[config.mk]
export PLATFORM = sky130hd
export DESIGN_NAME = food_coord_rng
export DESIGN_NICKNAME = d
export VERILOG_FILES = /design/src/rtl/food_coord_rng.sv
export SDC_FILE = /design/constraint.sdc
export NUM_CORES = 1
export LEC_CHECK = 0
export BUFFER_PORTS_ARGS = -buffer_cell sky130_fd_sc_hd__buf_4
export CORE_MARGIN = 2
export CORE_UTILIZATION = 54
export DETAILED_ROUTE_END_ITERATION = 6
export PLACE_DENSITY = 0.83
export SLEW_MARGIN = 10
export SYNTH_ARGS = -nofsm -noshare
export SYNTH_HDL_FRONTEND = slang
export SYNTH_SLANG_ARGS = --single-unit
[constraint.sdc]
create_clock -name clk -period 6 [get_ports clk]
set_input_delay 1.2 -clock clk [delete_from_list [all_inputs] [get_ports clk]]
set_output_delay 1.2 -clock clk [all_outputs]
set_load 0.05 [all_outputs]
[src/rtl/food_coord_rng.sv]
// food_coord_rng: two-channel (X/Y) Fibonacci LFSR coordinate generator for snake food placement.
// Each request is answered with an in-range coordinate chosen by rejection sampling.
// If no candidate is accepted within MAX_TRIES evaluations, a deterministic fallback is returned.
// One cell (e.g. the snake head) can optionally be excluded.

module food_coord_rng #(
  parameter int unsigned       WIDTH     = 10,
  parameter logic [WIDTH-1:0]  TAPS      = 10'h240,
  parameter logic [WIDTH-1:0]  SEED_X    = 10'h00F,
  parameter logic [WIDTH-1:0]  SEED_Y    = 10'h0F0,
  parameter int unsigned       COORD_W   = 6,
  parameter int unsigned       X_MAX     = 64,
  parameter int unsigned       Y_MAX     = 48,
  parameter int unsigned       MAX_TRIES = 8
) (
  input  logic               clk,
  input  logic               rst,
  input  logic               enable,
  input  logic               seed_load,
  input  logic [WIDTH-1:0]   seed_x,
  input  logic [WIDTH-1:0]   seed_y,
  input  logic               req_valid,
  output logic               req_ready,
  input  logic               avoid_en,
  input  logic [COORD_W-1:0] avoid_x,
  input  logic [COORD_W-1:0] avoid_y,
  output logic               rsp_valid,
  input  logic               rsp_ready,
  output logic [COORD_W-1:0] rsp_x,
  output logic [COORD_W-1:0] rsp_y,
  output logic               rsp_fallback,
  output logic [WIDTH-1:0]   lfsr_x,
  output logic [WIDTH-1:0]   lfsr_y
);

  localparam logic [1:0] ST_IDLE = 2'd0;
  localparam logic [1:0] ST_DRAW = 2'd1;
  localparam logic [1:0] ST_HOLD = 2'd2;

  localparam int unsigned TRY_W = (MAX_TRIES > 1) ? $clog2(MAX_TRIES) : 1;
  localparam logic [TRY_W-1:0] LAST_TRY = TRY_W'(MAX_TRIES - 1);

  // Range limits need one extra bit: X_MAX may equal 2^COORD_W.
  localparam logic [COORD_W:0]   X_LIM  = (COORD_W + 1)'(X_MAX);
  localparam logic [COORD_W:0]   Y_LIM  = (COORD_W + 1)'(Y_MAX);
  localparam logic [COORD_W-1:0] X_LAST = COORD_W'(X_MAX - 1);

  // Fibonacci step with lockup recovery: an all-zero state jumps back to the default seed.
  function automatic logic [WIDTH-1:0] lfsr_next(input logic [WIDTH-1:0] state,
                                                 input logic [WIDTH-1:0] dflt);
    if (state == '0) begin
      return dflt;
    end
    return {state[WIDTH-2:0], ^(state & TAPS)};
  endfunction

  logic [1:0]         r_state;
  logic [TRY_W-1:0]   r_tries;
  logic [WIDTH-1:0]   r_lfsr_x;
  logic [WIDTH-1:0]   r_lfsr_y;
  logic [COORD_W-1:0] r_rsp_x;
  logic [COORD_W-1:0] r_rsp_y;
  logic               r_rsp_fb;

  logic [1:0]         w_state_nxt;
  logic [TRY_W-1:0]   w_tries_nxt;
  logic [COORD_W-1:0] w_rsp_x_nxt;
  logic [COORD_W-1:0] w_rsp_y_nxt;
  logic               w_rsp_fb_nxt;
  logic [WIDTH-1:0]   w_lfsr_x_nxt;
  logic [WIDTH-1:0]   w_lfsr_y_nxt;

  logic               w_step;
  logic [WIDTH-1:0]   w_seed_x;
  logic [WIDTH-1:0]   w_seed_y;
  logic [COORD_W-1:0] w_cx;
  logic [COORD_W-1:0] w_cy;
  logic               w_x_ok;
  logic               w_y_ok;
  logic               w_hit;
  logic               w_accept;
  logic               w_last;
  logic [COORD_W-1:0] w_fx_wrap;
  logic [COORD_W-1:0] w_fy_wrap;
  logic               w_fb_hit;
  logic [COORD_W-1:0] w_fx;

  // DRAW forces stepping so that every rejected candidate is followed by a fresh one.
  assign w_step   = enable | (r_state == ST_DRAW);
  assign w_seed_x = (seed_x == '0) ? SEED_X : seed_x;
  assign w_seed_y = (seed_y == '0) ? SEED_Y : seed_y;

  // Candidate evaluation on the current-cycle LFSR state.
  assign w_cx     = r_lfsr_x[COORD_W-1:0];
  assign w_cy     = r_lfsr_y[COORD_W-1:0];
  assign w_x_ok   = {1'b0, w_cx} < X_LIM;
  assign w_y_ok   = {1'b0, w_cy} < Y_LIM;
  assign w_hit    = avoid_en & (w_cx == avoid_x) & (w_cy == avoid_y);
  assign w_accept = w_x_ok & w_y_ok & ~w_hit;
  assign w_last   = (r_tries == LAST_TRY);

  // Fallback: a single subtraction folds the candidate into range because MAX >= 2^(COORD_W-1).
  assign w_fx_wrap = w_x_ok ? w_cx : COORD_W'({1'b0, w_cx} - X_LIM);
  assign w_fy_wrap = w_y_ok ? w_cy : COORD_W'({1'b0, w_cy} - Y_LIM);
  assign w_fb_hit  = avoid_en & (w_fx_wrap == avoid_x) & (w_fy_wrap == avoid_y);
  // Step off the excluded cell along X, wrapping at the right edge.
  assign w_fx      = !w_fb_hit ? w_fx_wrap :
                     (w_fx_wrap == X_LAST) ? '0 : w_fx_wrap + 1'b1;

  // Request/response FSM next-state and response latch.
  always_comb begin
    w_state_nxt  = r_state;
    w_tries_nxt  = r_tries;
    w_rsp_x_nxt  = r_rsp_x;
    w_rsp_y_nxt  = r_rsp_y;
    w_rsp_fb_nxt = r_rsp_fb;
    case (r_state)
      ST_IDLE: begin
        if (req_valid) begin
          w_state_nxt = ST_DRAW;
          w_tries_nxt = '0;
        end
      end
      ST_DRAW: begin
        if (w_accept) begin
          w_rsp_x_nxt  = w_cx;
          w_rsp_y_nxt  = w_cy;
          w_rsp_fb_nxt = 1'b0;
          w_state_nxt  = ST_HOLD;
        end else if (w_last) begin
          w_rsp_x_nxt  = w_fx;
          w_rsp_y_nxt  = w_fy_wrap;
          w_rsp_fb_nxt = 1'b1;
          w_state_nxt  = ST_HOLD;
        end else begin
          w_tries_nxt = r_tries + 1'b1;
        end
      end
      ST_HOLD: begin
        if (rsp_ready) begin
          w_state_nxt = ST_IDLE;
        end
      end
      default: begin
        w_state_nxt = ST_IDLE;
      end
    endcase
  end

  // LFSR next state: seed load beats stepping, stepping beats hold.
  always_comb begin
    w_lfsr_x_nxt = r_lfsr_x;
    w_lfsr_y_nxt = r_lfsr_y;
    if (seed_load) begin
      w_lfsr_x_nxt = w_seed_x;
      w_lfsr_y_nxt = w_seed_y;
    end else if (w_step) begin
      w_lfsr_x_nxt = lfsr_next(r_lfsr_x, SEED_X);
      w_lfsr_y_nxt = lfsr_next(r_lfsr_y, SEED_Y);
    end
  end

  // FSM, retry counter and response registers.
  always_ff @(posedge clk) begin
    if (rst) begin
      r_state  <= ST_IDLE;
      r_tries  <= '0;
      r_rsp_x  <= '0;
      r_rsp_y  <= '0;
      r_rsp_fb <= 1'b0;
    end else begin
      r_state  <= w_state_nxt;
      r_tries  <= w_tries_nxt;
      r_rsp_x  <= w_rsp_x_nxt;
      r_rsp_y  <= w_rsp_y_nxt;
      r_rsp_fb <= w_rsp_fb_nxt;
    end
  end

  // LFSR state registers.
  always_ff @(posedge clk) begin
    if (rst) begin
      r_lfsr_x <= SEED_X;
      r_lfsr_y <= SEED_Y;
    end else begin
      r_lfsr_x <= w_lfsr_x_nxt;
      r_lfsr_y <= w_lfsr_y_nxt;
    end
  end

  assign req_ready    = (r_state == ST_IDLE);
  assign rsp_valid    = (r_state == ST_HOLD);
  assign rsp_x        = r_rsp_x;
  assign rsp_y        = r_rsp_y;
  assign rsp_fallback = r_rsp_fb;
  assign lfsr_x       = r_lfsr_x;
  assign lfsr_y       = r_lfsr_y;

endmodule

==> summary.txt <==
RSZ-0062 raised after global routing -> no
clk sink count -> 38
Mapped Nets -> 295
Synth top area share -> 35.2%
number of instances in the placed design -> 354
Antenna Cells -> 0
slowest CP cell -> or4b_1
hold path startpoint -> rsp_y[3]$_SDFFE_PP0P_
Hold-fix buffers, CTS -> 0
placed inst area -> 2680 um^2
Final ANT Viol Nets -> 0
Clk network pwr share -> 24.5%
flops & latches, synth -> 38
CTS tree -> built
Starting Density -> 55.3%
die height -> 67.3 um
clk buf depth -> 2
PortBufs -> 73
pre-CTS setup slack -> 2.84 ns
vias per inst -> 6.01
final slew viol count -> 0
number of remaining DRC errors -> 0
# IOs -> 74
area grow syn2layout -> 27.3%
TritonCTS buffer count -> 5
Crit path required time -> 6.20 ns
clk root buf -> clkbuf_8
switch share -> 36.4%
Post-CTS Resized -> 0
Post-Syn Instances -> 252
Fillers -> 340
CP Capture Type -> flip-flop
Final WS setup -> 3.15 ns
worst r2r src -> lfsr_x[5]$_SDFFE_PP0P_
H-Tree Depth -> 2
FF-to-FF setup slack -> 3.64 ns
Cell Area, Synth -> 2160 um^2
Gate power share -> 30.9%
P_int -> 0.429 mW
worst vdd ir -> 124 uV
leading area contributor after synthesis -> dfxtp_1
met3 GRT Util -> 4.33%
Crit Path Max Fanout -> 12
largest net degree at the start of global routing -> 39
DRT Wirelength -> 5.70 mm
crit-path max cell delay -> 0.57 ns
Leakage -> 1.20 nW
M2 GR Usage -> 42.9%
first-pass GRT wire length -> 9.14 mm
register area share after synthesis -> 35.2%
Clock Skews -> 0.00230 ns
Fin Setup TNS -> 0 ns
met1 Track Usage GR -> 36.0%
Design Power -> 0.675 mW
Initial DRC Count -> 220
post-DP HPWL -> 4.09 mm
core box area -> 3910 um^2
relative slew slack -> 40.5%
crit-path cells -> buf_4 -> xor2_1 -> nor4_4 -> nand4_2 -> or4b_1 -> a311oi_1
clock latency on the worst-skew pair -> 0.29 ns
cell depth of the worst flop-to-flop path -> 5
Hold/Removal Path Class -> reg -> reg
post-CTS setup buffer count -> 0
worst r2r dst -> rsp_x[3]$_SDFFE_PP0P_
Max Fclk -> 0.350 GHz
clk slew on worst S/H paths -> 0.07 ns
post-synthesis average cell area -> 8.58 um^2
number of global-route vias before repair -> 1945
crit path launch -> avoid_x[5]
GRT Total Usage -> 27.0%
Die W -> 67.3 um
row cnt -> 23
Layout Nets -> 354
share of cells above drive strength 1 -> 29.3%
period utilization -> 47.6%
top cells by area, synth -> dfxtp_1, mux2i_1, a21oi_1, nor2_1, xor2_1
hold endpoint -> rsp_y[3]$_SDFFE_PP0P_
Hold Path Depth -> 2
net switching power -> 0.246 mW
drt first pass iters -> 4
transition time of the tightest slew-check pin -> 0.885 ns
status -> finished, final reports clean
CP arrival -> 3.06 ns
Final Non-Filler Cells -> 361
die footprint -> 4530 um^2
CP Launch Type -> input port
count of different cell masters after synthesis -> 46
Final setup viols -> 0
Critical Setup Path Class -> in -> reg
total vias in the final route -> 2170
initial antenna violation count -> 0
Final Wtd Congestion -> 0.795
pwr dens -> 245 nW/um^2
Ys Warns -> 0
Reg power frac -> 44.6%
max cap viols -> 0
drt wl/cell -> 15.8 um
final worst path period need -> 2.85 ns
Hold Fails Final Rpt -> 0
GRT overflow -> 0
fin area -> 2750 um^2
gr busiest metal -> met2
critical path, delay by kind of cell:
| kind | cells | cell delay (ns) |
|---|---|---|
| compound gates | 1 | 0.26 |
| buf+inv | 1 | 0.11 |
| simple gates | 3 | 1.32 |
| xor+xnor | 1 | 0.16 |
cell type report:
| cell class | count | area (um^2) | area share, % |
|---|---|---|---|
| tap | 50 | 62.6 | 2.27 |
| multi-input combinational | 187 | 1280 | 46.5 |
| clock buffer | 7 | 76.3 | 2.77 |
| inverter | 5 | 18.8 | 0.682 |
| sequential | 38 | 761 | 27.6 |
| timing repair buffer | 74 | 556 | 20.2 |
power by group through the flow:
| stage | registers [mW] | logic, mW | clock network [mW] |
|---|---|---|---|
| 5_1_grt | 0.304 | 0.224 | 0.178 |
| 6_report | 0.301 | 0.209 | 0.165 |
| 4_1_cts | 0.301 | 0.209 | 0.167 |
| 3_3_place_gp | 0.306 | 0.205 | 0 |
| 2_1_floorplan | 0.350 | 0.0961 | 0 |
| 3_5_place_dp | 0.306 | 0.208 | 0 |
sequential cells by signal (all words and copies together), names as in the netlist:
register and cells:
lfsr_x 10, lfsr_y 10, rsp_x 6, rsp_y 6
r_tries 3, r_state 2, rsp_fallback 1
placed cells by master (no fill, tap or decap), types with 3 or more instances in the layout:
cell type  synthesis  layout
buf_4              0      74
dfxtp_1           38      38
nor2_1            25      25
a21oi_1           19      19
nand2_1           12      12
mux2i_1           11      11
a211oi_1          11      11
xor2_1            10      10
o21ai_0            9       9
a211o_1            8       8
o22ai_1            8       8
nand4_1            7       7
a311oi_1           7       7
or4_1              7       7
inv_1              5       5
nand3_1            5       5
clkbuf_8           0       5
nor2b_1            4       4
xnor2_1            4       4
nor4_1             4       4
ha_1               4       4
nor3_1             3       3
a21o_1             3       3
metal layers:
metal  vias up  wire length, um
li1       1065                -
met1      1026             2590
met2        69             2730
met3        10              280
met4         0               99
met5         -                0
synth_stat cells (all sizes together):
cell type and number:
and4 2, a211oi 11, nor2b 4, nand4 8, nor4bb 1, nor3 4, nor4 5, o22ai 8
nor4b 1, or2 1, or4b 1, buf 8, nand3 5, inv 5, ha 4, a41o 1
clkbuf 14, o21ai 10, or3 3, o31ai 2, a21o 3, xnor2 4, o21a 1, a211o 9
or3b 2, a31o 1, mux2i 11, a31oi 2, nand2 12, nor2 25, a311oi 7, a21oi 19
or4 7, xor2 11, o41ai 2, dfxtp 38
how the worst max path moves through the flow:
stage / end / cells after the start / slack [ns]
after detailed placement: rsp_x[5]$_SDFFE_PP0P_ / 6 / 2.84
final: rsp_x[3]$_SDFFE_PP0P_ / 6 / 3.15
after global placement: rsp_x[5]$_SDFFE_PP0P_ / 6 / 2.93
after CTS: rsp_x[5]$_SDFFE_PP0P_ / 6 / 3.14
after floorplan: rsp_x[4]$_SDFFE_PP0P_ / 6 / 3.17
after global routing: rsp_x[5]$_SDFFE_PP0P_ / 6 / 2.99
through the flow:
stage | hold WS, ns | util (%)
3_5_place_dp | 0.469 | 68.4
4_1_cts | 0.478 | 70.4
6_report | 0.478 | 70.4
3_3_place_gp | 0.462 | 68.4
2_1_floorplan | 0.454 | -
5_1_grt | 0.507 | 70.4
logic make-up after synthesis:
kind of cell    share of synthesized area [%]
compound gates                           23.7
xor+xnor                                 6.42
fa+ha+maj                                2.31
buf+inv                                  5.67
flops                                    35.2
mux                                      5.09
simple gates                             21.6
(Power assumes the default switching activity.)
